File: src/rtl/acfir_rb_collector.sv
// ACFIR redundant-product collector: captures the final Mn2/Mp/Mpp
// accumulator, converts to scaled saturated binary, and queues it.
module acfir_rb_collector #(
  parameter int OUT_W = 16,
  parameter int SHIFT = 0,
  parameter int DEPTH = 2
) (
  input  logic                    clk,
  input  logic                    rst,
  input  logic [2:0]              cnt,
  input  logic [7:0]              Mn2,
  input  logic [7:0]              Mp,
  input  logic [7:0]              Mpp,
  output logic signed [OUT_W-1:0] out_data,
  output logic                    out_valid,
  input  logic                    out_ready,
  output logic                    sat,
  output logic                    ovf
);

  localparam int PW = (DEPTH > 1) ? $clog2(DEPTH) : 1;
  localparam int CW = $clog2(DEPTH + 1);
  localparam logic [CW-1:0] FULL_C = CW'(DEPTH);
  localparam int signed MAXV = (1 <<< (OUT_W - 1)) - 1;
  localparam int signed MINV = -(1 <<< (OUT_W - 1));

  logic [7:0] mn2_q, mp_q, mpp_q;
  logic       cap_v;

  logic [OUT_W:0]  mem [DEPTH];
  logic [OUT_W:0]  last_q;
  logic [PW-1:0]   wr_ptr, rd_ptr;
  logic [CW-1:0]   count;

  function automatic logic [15:0] spread(input logic [7:0] b);
    logic [15:0] r;
    r = '0;
    for (int i = 0; i < 8; i++) r[2*i] = b[i];
    return r;
  endfunction

  logic [17:0]        a, n;
  logic signed [17:0] v, vs;
  logic signed [31:0] vx;
  logic [OUT_W-1:0]   y;
  logic               sat_bit;

  always_comb begin
    a  = {2'b00, spread(mp_q)} + {2'b00, spread(mpp_q)};
    n  = {1'b0, spread(mn2_q), 1'b0};
    v  = signed'(a - n);
    vs = v >>> SHIFT;
    vx = {{14{vs[17]}}, vs};
    y = vx[OUT_W-1:0];
    sat_bit = 1'b0;
    if (vx > MAXV) begin
      y = OUT_W'(MAXV);
      sat_bit = 1'b1;
    end else if (vx < MINV) begin
      y = OUT_W'(MINV);
      sat_bit = 1'b1;
    end
  end

  logic [OUT_W:0] head;
  logic           full, pop, do_push;

  assign head      = mem[rd_ptr];
  assign out_valid = (count != '0);
  assign full      = (count == FULL_C);
  assign pop       = out_valid && out_ready;
  // a full FIFO still accepts a push when the same edge frees a slot
  assign do_push   = cap_v && (!full || pop);
  assign out_data  = out_valid ? head[OUT_W-1:0] : last_q[OUT_W-1:0];
  assign sat       = out_valid ? head[OUT_W] : last_q[OUT_W];

  always_ff @(posedge clk or posedge rst) begin
    if (rst) begin
      mn2_q  <= '0;
      mp_q   <= '0;
      mpp_q  <= '0;
      cap_v  <= 1'b0;
      wr_ptr <= '0;
      rd_ptr <= '0;
      count  <= '0;
      last_q <= '0;
      ovf    <= 1'b0;
      for (int i = 0; i < DEPTH; i++) mem[i] <= '0;
    end else begin
      cap_v <= (cnt == 3'd7);
      if (cnt == 3'd7) begin
        mn2_q <= Mn2;
        mp_q  <= Mp;
        mpp_q <= Mpp;
      end
      if (pop) begin
        last_q <= head;
        rd_ptr <= rd_ptr + PW'(1);
      end
      if (do_push) begin
        mem[wr_ptr] <= {sat_bit, y};
        wr_ptr      <= wr_ptr + PW'(1);
      end else if (cap_v) begin
        ovf <= 1'b1;
      end
      if (do_push && !pop)
        count <= count + CW'(1);
      else if (!do_push && pop)
        count <= count - CW'(1);
    end
  end

endmodule

File: config.mk
export PLATFORM = sky130hd
export DESIGN_NAME = acfir_rb_collector
export DESIGN_NICKNAME = d
export VERILOG_FILES = /design/src/rtl/acfir_rb_collector.sv
export SDC_FILE = /design/constraint.sdc
export NUM_CORES = 1
export LEC_CHECK = 0
export CORE_UTILIZATION = 49
export CTS_BUF_LIST = sky130_fd_sc_hd__clkbuf_8
export DETAILED_ROUTE_END_ITERATION = 10
export GPL_TIMING_DRIVEN = 0
export HOLD_SLACK_MARGIN = 0.03
export PLACE_DENSITY = 0.71
export SYNTH_ARGS = -nofsm -noshare
export SYNTH_HDL_FRONTEND = slang
export SYNTH_SLANG_ARGS = --single-unit
export TNS_END_PERCENT = 5
File: constraint.sdc
create_clock -name clk -period 2.4 [get_ports clk]
set_input_delay 0.24 -clock clk [delete_from_list [all_inputs] [get_ports clk]]
set_output_delay 0.24 -clock clk [all_outputs]
set_load 0.02 [all_outputs]
==> results_dict.tcl, run 1 <==
set metrics [dict create \
    outcome "finished, violations left" \
    violations "negative setup slack" \
    ys_seq_area_frac 0.4756 \
    p_clk_frac 0.164 \
    power_mw 7.195 \
    p_seq_frac 0.297 \
    synth_nets 465 \
    crit_fanout 6 \
    clk_path_buf_depth 2 \
    drt-initial-drc-count 85 \
    areaGrowthSynthToFinish_pct 26.54 \
    finalHoldViolCount 0 \
    die_h_um 95.26 \
    hpwl_um 6135 \
    cp.arrival_ns 2.73 \
    drtPass1Iterations 4 \
    clk_pin_slew_worst_paths_ns 0.09 \
    instances_no_fill 596 \
    cts.sinks 81 \
    switching_power_mw 2.987 \
    fin_crit_sh 1.033 \
    fill_cells 679 \
    h-tree-depth 3 \
    drive_gt1_frac 0.2342 \
    final_antenna_net_count 0 \
    final.min_clock_period_ns 2.478 \
    max-slew-margin-rel 0.4804 \
    r2r-start "mpp_q[3]" \
    p_comb_frac 0.540 \
    cp-end-kind "flop" \
    first_global_vias 3044 \
    layout_commonest_cell "dfrtp_1" \
    diodes 0 \
    leakage_nw 2.513 \
    slew_violations 0 \
    start_util 0.5135 \
    yosysWarningCount 0 \
    holdWs_ns 0.1793 \
    intPower_mw 4.208 \
    tritoncts "yes" \
    grt_util_all_layers 0.2144 \
    antenna_found_initial 0 \
    power_density_nw_per_um2 1334 \
    ys_types 45 \
    switching_share 0.4151 \
    die_area_um2 9074 \
    coreArea_um2 8299 \
    ys_ff_latch 81 \
    clock_skew_ns 0.009411 \
    r2r_slack_ns -0.08 \
    grt_first_pass_wirelength_um 14690 \
    reg2regPathDepth 12 \
    worst_slack_ns -0.07849 \
    portBuffers 48 \
    wl_per_cell_um 14.31 \
    dp.cells 572 \
    rsz0062_at_grt "true" \
    synthesis.area_um2 4262 \
    clockRootBuffer "clkbuf_8" \
    drc 0 \
    worstSetupStartpoint "mpp_q[3]" \
    vdd_drop_max_mv 0.5159 \
    clkLatencyLatePin_ns 0.36 \
    critPathLaunchType "flop" \
    fmax_mhz 403.5 \
    ios 49 \
    gr-total-overflow 0 \
    vias 3091 \
    critPathKind "flop to flop" \
    mostFrequentLayoutCells "dfrtp_1, nand2_1, clkdlybuf4s50_1, inv_1, mux2_2" \
    crit_required_ns 2.65 \
    wl_um 8526 \
    cts_buffers 9 \
    dieWidth_um 95.26 \
    syn_inst 418 \
    maxCapViolCount 0 \
    min_path_type "input pin to async pin" \
    r2r-end "mem[19]" \
    avgSynthCellArea_um2 10.20 \
    final_net_count 533 \
    grt_max_degree 61 \
    vias_per_cell 5.186 \
    placementRows 33 \
    worst_pin_slew_ns 0.7794 \
    place_congestion 0.8164 \
    setup_viol 17 \
]
[synthesized netlist by cell type, drive strengths merged]
cell type | n | share of area
dfrtp | 81 | 0.48
nand2 | 53 | 0.047
o21ai | 40 | 0.048
inv | 32 | 0.028
a21oi | 30 | 0.036
nor2 | 29 | 0.026
mux2 | 28 | 0.074
ha | 17 | 0.050
mux2i | 17 | 0.040
clkbuf | 14 | 0.012
xor2 | 13 | 0.028
o31ai | 12 | 0.033
buf | 7 | 0.011
xnor2 | 7 | 0.014
nor2b | 6 | 0.010
maj3 | 5 | 0.013
nand2b | 4 | 0.0059
a21o | 3 | 0.0053
o22ai | 3 | 0.0076
a31oi | 2 | 0.0065
nand3 | 2 | 0.0023
nor3 | 2 | 0.0035
or2 | 2 | 0.0029
a21boi | 1 | 0.0018
a2bb2oi | 1 | 0.0062
a31o | 1 | 0.0021
and2 | 1 | 0.0015
nand3b | 1 | 0.0018
nand4b | 1 | 0.0021
nor3b | 1 | 0.0018
or3 | 1 | 0.0015
or3b | 1 | 0.0021
[area by class of cell]
class | instances | area (µm²) | share of cell area
sequential | 81 | 2027 | 0.3759
inverter | 32 | 122.6 | 0.02274
clock buffer | 11 | 151.4 | 0.02807
multi-input combinational | 284 | 2203 | 0.4086
clock inverter | 5 | 85.08 | 0.01578
tap | 105 | 131.4 | 0.02436
buffer | 19 | 106.4 | 0.01972
timing repair buffer | 59 | 565.5 | 0.1049
[registers in the layout (all words and copies together) (netlist names)]
| name | count |
|---|---|
| cap_v | 1 |
| wr_ptr | 1 |
| mn2_q | 8 |
| mem | 34 |
| ovf | 1 |
| mp_q | 8 |
| count | 2 |
| rd_ptr | 1 |
| last_q | 17 |
| mpp_q | 8 |
[cells by family (layout without fill, tap and decap cells)]
kind of cell | after synthesis | in the layout | share of synthesized area
compound gates | 93 | 93 | 0.1462
buf+inv | 53 | 126 | 0.05109
fa+ha+maj | 22 | 22 | 0.06283
simple gates | 104 | 104 | 0.1075
mux | 45 | 45 | 0.1139
xor+xnor | 20 | 20 | 0.04287
flops | 81 | 81 | 0.4756
[routing by layer]
| layer | track usage | wire length [µm] | vias up |
|---|---|---|---|
| li1 | - | - | 1544 |
| met1 | 0.2743 | 3807 | 1461 |
| met2 | 0.3565 | 4211 | 69 |
| met3 | 0.05502 | 342 | 17 |
| met4 | 0.06439 | 165 | 0 |
| met5 | 0 | 0 | - |
[power by group through the flow]
stage / sequential, mW / clock (mW) / combinational (mW)
floorplan: 2.10 / 0 / 2.53
global placement: 2.14 / 0 / 3.55
detailed placement: 2.17 / 0 / 3.63
CTS: 2.14 / 1.19 / 3.66
global route: 2.20 / 1.26 / 4.25
finish: 2.13 / 1.18 / 3.88
[per-stage QoR]
step / util / worst slack, ns / area [µm²] / TNS, ns
after detailed placement: 0.5914 / -0.1588 / 4908 / -3.657
after CTS: 0.6349 / -0.06992 / 5269 / -1.095
after floorplan: - / 0.01351 / 4267 / 0
final: 0.6498 / -0.07849 / 5393 / -0.7479
after global routing: 0.6498 / -0.1915 / 5393 / -3.678
after global placement: 0.5878 / -1.155 / 4878 / -95.86
[worst max path at each step]
stage / end / slack (ns) / cells past startpoint
2_1_floorplan: mem[17] / 0.01 / 12
3_3_place_gp: last_q[11] / -1.16 / 2
3_5_place_dp: mem[30] / -0.16 / 13
4_1_cts: mem[29] / -0.07 / 11
5_1_grt: mem[20] / -0.19 / 12
6_report: mem[19] / -0.08 / 12
[critical path: stages (launching register included)]
cell       delay (ns)
dfrtp_1          0.40
inv_1            0.06
ha_2             0.17
inv_2            0.05
ha_4             0.23
nor2b_4          0.13
a2bb2oi_4        0.15
buf_4            0.14
nand2_2          0.07
o22ai_2          0.08
or2_4            0.30
maj3_2           0.33
mux2_2           0.26
[what timing repair did]
| item | CTS | global route |
|---|---|---|
| hold buffers | 0 | 0 |
| pin swaps | 9 | 14 |
| endpoints found under the setup margin | 50 | 34 |
| gates cloned | 1 | 0 |
| gates resized for setup | 43 | 21 |
| setup buffers | 5 | 4 |
Power figures use the tool's default switching activity.
==> run 2, diff against run 1 <==
--- a/config.mk
+++ b/config.mk
@@ -7,6 +7,7 @@
 export LEC_CHECK = 0
 export CORE_UTILIZATION = 49
 export CTS_BUF_LIST = sky130_fd_sc_hd__clkbuf_8
+export CTS_CLUSTER_DIAMETER = 200
 export DETAILED_ROUTE_END_ITERATION = 10
 export GPL_TIMING_DRIVEN = 0
 export HOLD_SLACK_MARGIN = 0.03
==> results of run 2 <==
The final DEF is identical to that of run 1; final timing and power are the same.
==> run 3, diff against run 2 <==
--- a/config.mk
+++ b/config.mk
@@ -11,7 +11,7 @@
 export DETAILED_ROUTE_END_ITERATION = 10
 export GPL_TIMING_DRIVEN = 0
 export HOLD_SLACK_MARGIN = 0.03
-export PLACE_DENSITY = 0.71
+export PLACE_DENSITY = 0.74
 export SYNTH_ARGS = -nofsm -noshare
 export SYNTH_HDL_FRONTEND = slang
 export SYNTH_SLANG_ARGS = --single-unit
==> results_dict.tcl, run 3 (same netlist as run 1, synthesis figures left out) <==
set metrics [dict create \
    vias 3132 \
    crit_required_ns 2.65 \
    placementRows 33 \
    p_clk_frac 0.151 \
    crit_fanout 5 \
    layout_commonest_cell "dfrtp_1" \
    worst_slack_ns -0.1027 \
    r2r-start "mp_q[3]" \
    critPathKind "flop to flop" \
    coreArea_um2 8299 \
    slew_violations 0 \
    maxCapViolCount 0 \
    grtUsageMet2 0.3542 \
    r2r-end "mem[19]" \
    clkLatencyLatePin_ns 0.37 \
    tns_ns -1.047 \
    final_antenna_net_count 0 \
    min_path_type "input pin to async pin" \
    fill_cells 712 \
    switching_power_mw 2.912 \
    die_area_um2 9074 \
    reg2regPathDepth 11 \
    final_net_count 528 \
    instances_no_fill 591 \
    grt.met3_usage 0.05263 \
    portBuffers 48 \
    grt_util_all_layers 0.2057 \
    cp.arrival_ns 2.75 \
    outcome "finished, violations left" \
    drt-initial-drc-count 100 \
    die_h_um 95.26 \
    r2r_slack_ns -0.10 \
    dieWidth_um 95.26 \
    drive_gt1_frac 0.2181 \
    grt_busiest_layer "met2" \
    fin_crit_sh 1.043 \
    setup_viol 18 \
    wl_per_cell_um 14.22 \
    clock_skew_ns 0.008802 \
    power_density_nw_per_um2 1306 \
    gr-total-overflow 0 \
    vdd_drop_max_mv 0.5316 \
    final.min_clock_period_ns 2.503 \
    place_congestion 0.8162 \
    regMostFlops "mem" \
    clockRootBuffer "clkbuf_8" \
    p_comb_frac 0.539 \
    grt_max_degree 63 \
    first_global_vias 2982 \
    h-tree-depth 3 \
    clk_pin_slew_worst_paths_ns 0.08 \
    antenna_found_initial 0 \
    largestRegisters "mem x34, last_q x17" \
    dp.cells 572 \
    holdWs_ns 0.1632 \
    switching_share 0.4225 \
    cts_hold_buf 0 \
    p_seq_frac 0.310 \
    diodes 0 \
    cts.sinks 81 \
    worstSetupStartpoint "mp_q[3]" \
    areaGrowthSynthToFinish_pct 23.87 \
    power_mw 6.893 \
    max-slew-margin-rel 0.5358 \
    vias_per_cell 5.299 \
    cp-end-kind "flop" \
    ios 49 \
    violations "negative setup slack" \
    wl_um 8404 \
    grt_first_pass_wirelength_um 13920 \
    finalHoldViolCount 0 \
    cts_buffers 9 \
    leakage_nw 2.458 \
    critPathLaunchType "flop" \
    mostFrequentLayoutCells "dfrtp_1, nand2_1, clkdlybuf4s50_1, inv_1, nor2_1" \
    rsz0062_at_grt "true" \
    drtPass1Iterations 4 \
    regArea_um2 2027 \
    multi_input_area_um2 2167 \
    drc 0 \
    worst_pin_slew_ns 0.6963 \
    start_util 0.5135 \
    tritoncts "yes" \
    grt_use_met1 0.2532 \
    clk_path_buf_depth 2 \
    fmax_mhz 399.6 \
    hpwl_um 6052 \
    largest_reg_flops 34 \
    intPower_mw 3.981 \
]
## run 3: cell types whose count changed in the layout (fill, tap and decap cells not counted), moves of 2 or more
cell,before,now
ha_4,3,5
nor2_1,27,29
nor2_2,2,0
o21ai_1,17,15
buf_6,5,2
clkinvlp_4,1,3
o21ai_0,22,24
## run 3: layout make-up
| type | instances | share of cell area |
|---|---|---|
| clock buffers | 10 | 0.02607 |
| inverters | 32 | 0.02323 |
| well taps | 105 | 0.02489 |
| clock inverters | 6 | 0.01256 |
| repair buffers | 53 | 0.09789 |
| multi-input cells | 284 | 0.4105 |
| plain buffers | 20 | 0.02086 |
| flip-flops and latches | 81 | 0.3840 |
## run 3: worst max path at each step
stage / endpoint / slack (ns) / cells past startpoint
2_1_floorplan: mem[17] / 0.01 / 12
3_3_place_gp: last_q[11] / -1.11 / 2
3_5_place_dp: mem[30] / -0.21 / 13
4_1_cts: mem[17] / -0.12 / 12
5_1_grt: mem[19] / -0.20 / 11
6_report: mem[19] / -0.10 / 11
## run 3: critical path, stage by stage, from the launching register on
cell and delay (ns):
dfrtp_1 0.39, inv_1 0.06, ha_1 0.15, inv_2 0.05, ha_4 0.26, nor2b_4 0.16
a2bb2oi_4 0.21, a31oi_4 0.12, o22ai_4 0.24, xor2_4 0.14, maj3_2 0.33, mux2_4 0.27
## run 3: metal layers
metal / part of all wire / routed length (µm)
met1: 0.45 / 3766
met2: 0.50 / 4178
met3: 0.042 / 352
met4: 0.013 / 106
met5: 0 / 0
## run 3: power by group through the flow
stage | registers [mW] | logic (mW) | clock network [mW]
global route | 2.20 | 4.09 | 1.12
floorplan | 2.10 | 2.53 | 0
finish | 2.14 | 3.72 | 1.04
CTS | 2.14 | 3.57 | 1.06
detailed placement | 2.17 | 3.62 | 0
global placement | 2.14 | 3.54 | 0
## run 3: through the flow
stage               setup slack [ns]  instance area, µm²  utilization
detailed placement           -0.2076                4908       0.5914
CTS                          -0.1207                5185       0.6248
global route                 -0.1986                5279       0.6361
floorplan                    0.01351                4267            -
finish                       -0.1027                5279       0.6361
global placement              -1.108                4878       0.5878
## run 3: timing repair
item,CTS,global route
gates resized for setup,37,14
pin swaps,2,6
endpoints found under the setup margin,51,34
buffers inserted,0,4
